===== src/rtl/db_fsm_n.sv =====
`default_nettype none
// ============================================================================
// Module      : db_fsm_n
// Description : N-channel switch debouncer. Each channel has a four-state FSM
//               (ZERO / WAIT1 / ONE / WAIT0) and a stability counter. It drives
//               a registered debounced level and one-cycle rise/fall ticks.
//               Optional macro DB_FSM_N_SYNC_EN adds a 2-flop input
//               synchronizer per channel, which adds two cycles of latency.
// Revision    : 1.0 - initial release
// ============================================================================
module db_fsm_n #(
    parameter int N             = 4,
    parameter int STABLE_CYCLES = 20
) (
    input  logic         clk,
    input  logic         reset,
    input  logic [N-1:0] sw,
    output logic [N-1:0] db,
    output logic [N-1:0] db_rise,
    output logic [N-1:0] db_fall
);

    localparam int               CNT_W     = $clog2(STABLE_CYCLES);
    localparam logic [CNT_W-1:0] c_CNT_MAX = CNT_W'(STABLE_CYCLES - 1);

    localparam logic [1:0] c_ZERO  = 2'd0;
    localparam logic [1:0] c_WAIT1 = 2'd1;
    localparam logic [1:0] c_ONE   = 2'd2;
    localparam logic [1:0] c_WAIT0 = 2'd3;

    // Input level seen by the channel FSMs
    logic [N-1:0] w_sw_s;

`ifdef DB_FSM_N_SYNC_EN
    logic [N-1:0] r_sync_meta;
    logic [N-1:0] r_sync_out;

    // Two-flop synchronizer for pins that are asynchronous to clk
    always_ff @(posedge clk or posedge reset) begin
        if (reset) begin
            r_sync_meta <= '0;
            r_sync_out  <= '0;
        end else begin
            r_sync_meta <= sw;
            r_sync_out  <= r_sync_meta;
        end
    end

    assign w_sw_s = r_sync_out;
`else
    assign w_sw_s = sw;
`endif

    generate
        for (genvar gi = 0; gi < N; gi++) begin : g_ch
            logic [1:0]       r_state;
            logic [1:0]       w_state_next;
            logic [CNT_W-1:0] r_cnt;
            logic [CNT_W-1:0] w_cnt_next;
            logic             w_db_d;
            logic             w_rise_d;
            logic             w_fall_d;
            logic             r_db;
            logic             r_rise;
            logic             r_fall;

            // State, counter and registered outputs; reset aborts any pending qualification
            always_ff @(posedge clk or posedge reset) begin
                if (reset) begin
                    r_state <= c_ZERO;
                    r_cnt   <= '0;
                    r_db    <= 1'b0;
                    r_rise  <= 1'b0;
                    r_fall  <= 1'b0;
                end else begin
                    r_state <= w_state_next;
                    r_cnt   <= w_cnt_next;
                    r_db    <= w_db_d;
                    r_rise  <= w_rise_d;
                    r_fall  <= w_fall_d;
                end
            end

            // Next state and counter: any bounce during WAIT restarts from zero
            always_comb begin
                w_state_next = r_state;
                w_cnt_next   = '0;
                case (r_state)
                    c_ZERO: begin
                        if (w_sw_s[gi]) begin
                            w_state_next = c_WAIT1;
                        end
                    end
                    c_WAIT1: begin
                        if (!w_sw_s[gi]) begin
                            w_state_next = c_ZERO;
                        end else if (r_cnt == c_CNT_MAX) begin
                            w_state_next = c_ONE;
                        end else begin
                            w_cnt_next = r_cnt + 1'b1;
                        end
                    end
                    c_ONE: begin
                        if (!w_sw_s[gi]) begin
                            w_state_next = c_WAIT0;
                        end
                    end
                    c_WAIT0: begin
                        if (w_sw_s[gi]) begin
                            w_state_next = c_ONE;
                        end else if (r_cnt == c_CNT_MAX) begin
                            w_state_next = c_ZERO;
                        end else begin
                            w_cnt_next = r_cnt + 1'b1;
                        end
                    end
                    default: begin
                        w_state_next = c_ZERO;
                    end
                endcase
            end

            // Output decode from the next state so that db and the ticks line up with the state change
            always_comb begin
                w_db_d   = (w_state_next == c_ONE) || (w_state_next == c_WAIT0);
                w_rise_d = (r_state == c_WAIT1) && (w_state_next == c_ONE);
                w_fall_d = (r_state == c_WAIT0) && (w_state_next == c_ZERO);
            end

            assign db[gi]      = r_db;
            assign db_rise[gi] = r_rise;
            assign db_fall[gi] = r_fall;
        end
    endgenerate

endmodule
`default_nettype wire


===== config.mk =====
export PLATFORM = sky130hd
export DESIGN_NAME = db_fsm_n
export DESIGN_NICKNAME = d
export VERILOG_FILES = /design/src/rtl/db_fsm_n.sv
export SDC_FILE = /design/constraint.sdc
export NUM_CORES = 1
export LEC_CHECK = 0
export ABC_AREA = 1
export CAP_MARGIN = 20
export CORE_MARGIN = 2
export CORE_UTILIZATION = 35
export CTS_BUF_LIST = sky130_fd_sc_hd__clkbuf_2
export CTS_CLUSTER_SIZE = 28
export DETAILED_ROUTE_END_ITERATION = 6
export PLACE_DENSITY = 0.64
export SLEW_MARGIN = 20
export SYNTH_ARGS = -nofsm -noshare
export SYNTH_HDL_FRONTEND = slang
export SYNTH_SLANG_ARGS = --single-unit

===== constraint.sdc =====
create_clock -name clk -period 2.54 [get_ports clk]
set_clock_uncertainty 0.1 [all_clocks]
set_input_delay 0.508 -clock clk [delete_from_list [all_inputs] [get_ports clk]]
set_output_delay 0.508 -clock clk [all_outputs]
set_load 0.01 [all_outputs]

# ---- After elaboration in Yosys (flattened, before gate mapping)
# Cells that the tools add are included.
dict set report word_totals {
  regBits 40
  latch_bits 0
  mem_bits_rw 0
  rom_bits 0
  in_bits 6
  out_inout_bits 12
  elab_cells 112
  memories 0
}
dict set report classes {
  addsub 4
  mul 0
  div 0
  magnitude_cmp 0
  n_eq_ne 24
  shifts 0
  muxes 44
  bitwise_logic 0
  n_reduce_logical 20
}
# operator n
set ops {}
lappend ops {{two-way mux 5 bit} 12}
lappend ops {{two-way mux 2 bit} 24}
lappend ops {{case mux 5 bit (2 select lines)} 4}
lappend ops {{equality test 2 bit, second input constant} 16}
lappend ops {{case mux 2 bit (4 select lines)} 4}
lappend ops {{adder 5 x 1 -> 5 bit, second input constant} 4}
lappend ops {{equality test 5 bit, second input constant} 4}
lappend ops {{logical NOT 2 bit} 8}
lappend ops {{equality test 2 x 1 -> 1 bit, second input constant} 4}
lappend ops {{logical AND 1 bit} 8}
lappend ops {{logical OR 1 bit} 4}

# ---- Logic depth before layout (Yosys ltp)
# Gate-level depths: netlist (run 1).
dict set report logic_depth {
  word_depth 6
  ltp_mapped 7
  mapped_depth_nobuf 7
}

# ---- Worst setup path before layout (run 1)
# No wires, ideal clock.
dict set report synth_timing {
  kind {reg-to-reg}
  from {register g_ch[1].r_cnt[0]}
  to {register g_ch[1].r_db}
  setup_time_ns 0.115
  arrival_ns 0.959
  t_required_ns 2.325
  path_slack_ns 1.367
  stages_incl_launch_ff 8
  path_buffers 0
  period_less_slack_ns 1.173
  cell_sequence {dfrtp_1 > ha_1 > nand2_1 > inv_1 > nand3_2 > nand2_1 > nand2_1 > inv_1}
}
dict set report synth_via {
  elab_chain_len 6
  elab_cells_between_ends 9
  cone_classes {3 x eq/ne; 5 x mux; 1 x reduce/logical}
}
# item line
set synth_rtl {}
lappend synth_rtl {{from (decl)} 58} ;# logic [CNT_W-1:0] r_cnt;
lappend synth_rtl {{from (signal assigned)} 77} ;# r_cnt <= w_cnt_next;
lappend synth_rtl {{equality test 5 bit *} {97, 111}}
lappend synth_rtl {{two-way mux 2 bit (on tied branches)} {111, 97}}
lappend synth_rtl {{two-way mux 2 bit (on tied branches)} {109, 95}}
lappend synth_rtl {{case mux 2 bit (4 select lines) *} 88} ;# case (r_state)
lappend synth_rtl {{equality test 2 bit} 125} ;# w_db_d = (w_state_next == c_ONE) || (w_state_next == c_WAIT0);
lappend synth_rtl {{logical OR 1 bit *} 125}
lappend synth_rtl {{named net g_ch[1].w_db_d} 60} ;# logic w_db_d;
lappend synth_rtl {{to (signal assigned)} 78} ;# r_db <= w_db_d;
lappend synth_rtl {{to (decl)} 63} ;# logic r_db;
# Mark *: on every way through the listed nets, which the timed path passes. The rest lies on a longest branch.

# ---- Final worst setup path (run 1)
dict set report layout_timing {
  from {register g_ch[3].r_db}
  to {output port db[3]}
}
# item line
set layout_lines {}
lappend layout_lines {{from (decl)} 63}
lappend layout_lines {{from (signal assigned)} 78}
lappend layout_lines {{to (decl)} 18} ;# output logic [N-1:0] db,
# No word-level cell between the ends.

==> results of run 1 <==
-- cells by family (layout without fill, tap and decap cells) --
group,count (synthesis),in the layout,share of synthesized area (%)
xor gates and xnor gates,4,4,2.05
adders and majority gates,4,4,2.93
DFF,37,37,54.2
and+or+nand+nor,104,104,27.8
AOI/OAI and AO/OA,4,4,1.76
buffers and inverters,39,54,11.2
-- metrics by stage --
stage | hold slack, ns | setup slack [ns] | power, uW
after global routing | 0.335 | 0.485 | 961
after global placement | 0.368 | 0.934 | 666
after CTS | 0.297 | 0.544 | 932
after detailed placement | 0.374 | 0.931 | 667
after floorplan | 0.350 | 1.10 | 646
final | 0.309 | 0.575 | 917
-- cell usage in the layout, fill, tap and decap left out, types with 4 or more instances in the layout --
master / count
clkbuf_2: 6
o21bai_1: 4
ha_1: 4
xnor2_1: 4
nand3_2: 5
dfrtp_1: 37
clkdlybuf4s50_1: 17
nand2_1: 48
inv_1: 27
nand3_1: 7
nor2_1: 26
nor2_2: 4
nand4_1: 12
-- registers in the layout, indices dropped and copies added, names as in the netlist --
signal,count
g_ch.r_cnt,20
g_ch.r_rise,4
g_ch.r_state,5
g_ch.r_fall,4
g_ch.r_db,4
-- cell type report --
class | count | area (um^2)
clock buffers | 6 | 30.0
clock inverters | 2 | 10.0
fillers | 485 | 2800
inverters | 27 | 101
multi-input cells | 116 | 591
flip-flops and latches | 37 | 926
well taps | 67 | 83.8
repair buffers | 19 | 185
-- metal layers --
layer	up-vias	GRT usage (%)
met5	-	0
met3	6	3.70
met1	516	13.3
met2	19	16.8
met4	0	5.45
li1	615	-
-- worst max path at each step --
stage	slack, ns	depth (start not counted)	startpoint	to
floorplan	1.10	1	reset	g_ch[0].r_cnt[0]
global placement	0.93	6	sw[3]	g_ch[3].r_cnt[0]
detailed placement	0.93	6	sw[3]	g_ch[3].r_cnt[3]
CTS	0.54	1	g_ch[3].r_db	db[3]
global route	0.48	1	g_ch[3].r_db	db[3]
finish	0.57	1	g_ch[3].r_db	db[3]
-- power by group through the flow --
stage / logic [uW] / registers, uW / clock network, uW
detailed placement: 48.3 / 618 / 0
global route: 55.4 / 610 / 296
finish: 46.8 / 608 / 262
global placement: 48.1 / 618 / 0
CTS: 48.6 / 608 / 275
floorplan: 29.4 / 617 / 0
==> impl_metrics.csv, run 1 <==
group,metric,value,unit
outcome,run_status,"finished, final reports clean",
job,drv_cap,0,
detailed_routing,met3_length,88,um
final_layout,final_nets,216,
floorplan,fp.dieW,73.9,um
timing,setup_tns,0,ns
placement,dp.cells,266,
power_and_ir_drop,p_clk_share,28.6,%
synth,synth_ff_type,"dfrtp_1",
worst_setup_path,path_cells,"clkdlybuf4s50_1",
synth,synth_commonest_cells,"48 x nand2_1, 37 x dfrtp_1, 27 x inv_1",
placement,post-dp-hpwl,1.82,mm
worst_setup_path,critical_path_required,1.93,ns
floorplan,start_util,36.2,%
worst_setup_path,critPathKind,"flip-flop to primary output",
cts,cts-resized-gates,0,
cts,root_buffer,"clkbuf_2",
floorplan,num_rows,25,
power_and_ir_drop,ir_drop,0.127,mV
synth,netlist.area_leader.share,54.2,%
synth,synth_area_leaders,"dfrtp_1 54%, nand2_1 11%, inv_1 5.9%, nor2_1 5.7%, buf_4 5.3%",
final_layout,final-instance-count-excl-fill,274,
worst_setup_path,rrSetupSlack,1.26,ns
worst_setup_path,r2r_start,"g_ch[1].r_cnt[0]",
placement,placed_area,1890,um^2
placement,port_buffers,17,
worst_setup_path,cp.arrival,1.36,ns
synth,ys_ff_latch,37,
power_and_ir_drop,p_int,686,uW
cts,postCtsHoldBufs,0,
floorplan,dieArea,5450,um^2
synth,yosys_warnings,0,
final_layout,final_util,40.8,%
timing,layout_min_cycle_time,1.97,ns
detailed_routing,m1WireLength,1.18,mm
synth,synth_area,1710,um^2
cts,cts_tree,"yes",
grt,antenna_found_initial,0,
cts,h-tree-depth,2,
floorplan,core,4720,um^2
power_and_ir_drop,combinationalPowerShare,5.1,%
cts,clk_pin_slew_worst_paths,0.19,ns
timing,setup_viol,0,
power_and_ir_drop,power_leakage,0.000990,uW
detailed_routing,vias,1156,
detailed_routing,vias_per_cell,4.22,
final_layout,drive_gt1_share,9.18,%
timing,worstMarginPinSlew,0.265,ns
worst_setup_path,endpoint_kind,"primary output",
synth,synth_area_per_cell,8.90,um^2
power_and_ir_drop,swShare,25.1,%
worst_setup_path,worstRegToRegCells,6,
timing,fmax,0.509,GHz
cts,cts_buffers,5,
timing,finalCritPeriodShare,77.4,%
cts,cts_setup_buffers,0,
floorplan,die_h,73.9,um
timing,maxSlewViolCount,0,
grt,grt_max_degree,22,
cts,cts_sinks,37,
worst_setup_path,path_max_fanout,5,
detailed_routing,ant_nets,0,
power_and_ir_drop,p_seq_share,66.3,%
detailed_routing,routed_wl,2.45,mm
synth,yosysTopAreaCell,"dfrtp_1",
worst_setup_path,slowest_delay,0.55,ns
detailed_routing,drtIter0Drc,100,
synth,ys_seq_area_share,54.2,%
min_path,hold_class,"input port to async pin",
worst_setup_path,path_buf_inv,1,
final_layout,areaGrowthSynthToFinish,12.8,%
cts,cts_buffer_depth,2,
power_and_ir_drop,cellPowerDensity,476,nW/um^2
timing,finalHoldViolations,0,
detailed_routing,wire_per_inst,8.95,um
worst_setup_path,r2r-end,"g_ch[1].r_cnt[3]",
grt,grt_pass1_wl,4.46,mm
synth,postSynthNetCount,202,
detailed_routing,top_layer,"met4",
grt,grt.total_usage,10.8,%
placement,routabilityCongestion,0.802,
worst_setup_path,start_kind,"flip-flop",
timing,rsz0062_at_grt,"false",
timing,max_slew_margin,82.3,%
worst_setup_path,crit_family,"buffers and inverters",
synth,syn_inst,192,
synth,synth_edf_count,0,
power_and_ir_drop,p_sw,230,uW
detailed_routing,wl_met2,1.12,mm
synth,ys_types,13,
detailed_routing,drcViolationCount,0,
final_layout,final_area,1930,um^2
cts,clk_latency,0.38,ns
synth,yosysMostFrequentCell,"nand2_1",
floorplan,top_level_ports,18,
grt,gr-total-overflow,0,
worst_setup_path,slowest_stage,"clkdlybuf4s50_1",
final_layout,n_antenna_cell,0,
grt,grt_pass1_vias,1054,
synth,synthArstFlopShare,100,%
detailed_routing,drtPass1Iterations,4,
(Power assumes the default switching activity.)
==> run 2, diff against run 1 <==
--- a/config.mk
+++ b/config.mk
@@ -12,7 +12,7 @@
 export CTS_BUF_LIST = sky130_fd_sc_hd__clkbuf_2
 export CTS_CLUSTER_SIZE = 28
 export DETAILED_ROUTE_END_ITERATION = 6
-export PLACE_DENSITY = 0.64
+export PLACE_DENSITY = 0.66
 export SLEW_MARGIN = 20
 export SYNTH_ARGS = -nofsm -noshare
 export SYNTH_HDL_FRONTEND = slang
==> constraint.sdc (replaced) <==
create_clock -name clk -period 1.6 [get_ports clk]
set_clock_uncertainty 0.1 [all_clocks]
set_input_delay 0.32 -clock clk [delete_from_list [all_inputs] [get_ports clk]]
set_output_delay 0.32 -clock clk [all_outputs]
set_load 0.01 [all_outputs]
==> impl_metrics.csv, run 2 (synthesis results as in run 1) <==
group,metric,value,unit
outcome,run_status,"finished, final reports clean",
final_layout,largest_reg_flops,20,
floorplan,die_h,73.9,um
final_layout,drive_gt1_share,10.5,%
placement,routabilityCongestion,0.771,
grt,antenna_found_initial,0,
final_layout,final-instance-count-excl-fill,277,
placement,port_buffers,17,
worst_setup_path,cp.arrival,1.06,ns
timing,setup_viol,0,
floorplan,core,4720,um^2
power_and_ir_drop,ir_drop,0.210,mV
timing,maxSlewViolCount,0,
detailed_routing,drtPass1Iterations,4,
power_and_ir_drop,swShare,23.6,%
cts,cts_buffer_depth,2,
final_layout,mostFrequentLayoutCell,"nand2_1",
power_and_ir_drop,p_sw,343,uW
cts,clk_latency,0.36,ns
cts,root_buffer,"clkbuf_2",
timing,setup_tns,0,ns
detailed_routing,vias_per_cell,4.34,
worst_setup_path,path_cells,"dlygate4sd2_1",
power_and_ir_drop,p_seq_share,66.3,%
detailed_routing,wire_per_inst,9.24,um
timing,fmax,0.676,GHz
power_and_ir_drop,p_int,1110,uW
cts,cts_tree,"yes",
worst_setup_path,start_kind,"flip-flop",
power_and_ir_drop,combinationalPowerShare,5.4,%
worst_setup_path,critPathKind,"flip-flop to primary output",
final_layout,areaGrowthSynthToFinish,14.0,%
cts,clk_pin_slew_worst_paths,0.18,ns
placement,dp.cells,266,
worst_setup_path,crit_family,"flip-flops",
timing,finalHoldViolations,0,
worst_setup_path,slowest_delay,0.41,ns
worst_setup_path,path_max_fanout,2,
worst_setup_path,path_buf_inv,1,
timing,worstMarginPinSlew,0.218,ns
grt,grt_pass1_wl,4.64,mm
timing,finalCritPeriodShare,92.4,%
detailed_routing,ant_nets,0,
final_layout,n_antenna_cell,0,
power_and_ir_drop,power_leakage,0.00106,uW
power_and_ir_drop,cellPowerDensity,747,nW/um^2
worst_setup_path,slowest_stage,"dfrtp_1",
cts,cts_buffers,5,
min_path,hold_class,"input port to async pin",
final_layout,final_area,1950,um^2
detailed_routing,drtIter0Drc,102,
grt,grt_max_degree,29,
floorplan,start_util,36.2,%
final_layout,final_nets,219,
detailed_routing,routed_wl,2.56,mm
final_layout,largestRegisters,"g_ch.r_cnt: 20 flops, g_ch.r_state: 5 flops",
grt,grt_pass1_vias,1085,
final_layout,top_register,"g_ch.r_cnt",
placement,placed_area,1900,um^2
detailed_routing,vias,1201,
job,drv_cap,0,
floorplan,top_level_ports,18,
placement,post-dp-hpwl,1.85,mm
grt,gr-total-overflow,0,
detailed_routing,drcViolationCount,0,
timing,rsz0062_at_grt,"false",
grt,grt.total_usage,11.4,%
cts,cts_sinks,37,
timing,layout_min_cycle_time,1.48,ns
final_layout,layout_common_cells,"48 x nand2_1, 37 x dfrtp_1, 27 x inv_1, 26 x nor2_1",
cts,h-tree-depth,2,
power_and_ir_drop,p_clk_share,28.3,%
floorplan,num_rows,25,
floorplan,dieArea,5450,um^2
worst_setup_path,endpoint_kind,"primary output",
worst_setup_path,critical_path_required,1.18,ns
timing,max_slew_margin,85.5,%
floorplan,fp.dieW,73.9,um
## run 2: final cells by class
class                      count  area [um^2]
timing repair buffer          22          205
tap                           67         83.8
fill                         503         2780
sequential                    37          926
multi-input combinational    116          591
inverter                      27          101
clock buffer                   8         40.0
## run 2: worst paths after layout
kind / startpoint / to / slack, ns / depth (start not counted)
worst max-delay path: g_ch[0].r_db / db[0] / 0.12 / 1
worst min-delay path: reset / g_ch[0].r_state[0] / 0.18 / 3
worst max register to register: g_ch[3].r_cnt[0] / g_ch[3].r_cnt[4] / 0.31 / 6
worst min register to register: g_ch[1].r_cnt[0] / g_ch[1].r_cnt[0] / 0.39 / 1
max in group asynchronous: reset / g_ch[1].r_cnt[0] / 1.06 / 3
min in group clk: g_ch[1].r_cnt[0] / g_ch[1].r_cnt[0] / 0.39 / 1
## run 2: what timing repair did
action	in CTS	in global routing
resized for setup	12	0
hold buffers	0	0
buffers inserted	3	0
endpoints found under the setup margin	12	0
## run 2: stage by stage
stage	setup slack (ns)	power (uW)	hold WS (ns)	util, %
floorplan	0.347	1030	0.350	-
global placement	0.184	1060	0.373	40.2
detailed placement	0.173	1060	0.376	40.2
CTS	0.0710	1490	0.155	41.2
global route	0.0231	1540	0.174	41.2
finish	0.121	1450	0.180	41.2
## run 2: per-layer routing
layer  GRT usage (%)  wire length, um
met1            14.0             1170
met2            18.1             1260
met3            3.70               88
met4            5.45               40
met5               0                0
## run 2: power groups by stage
stage	registers (uW)	logic (uW)	clock network [uW]
final	964	78.0	412
after global routing	969	92.8	481
after CTS	965	81.2	440
after detailed placement	982	81.0	0
after global placement	981	80.0	0
after floorplan	979	46.7	0
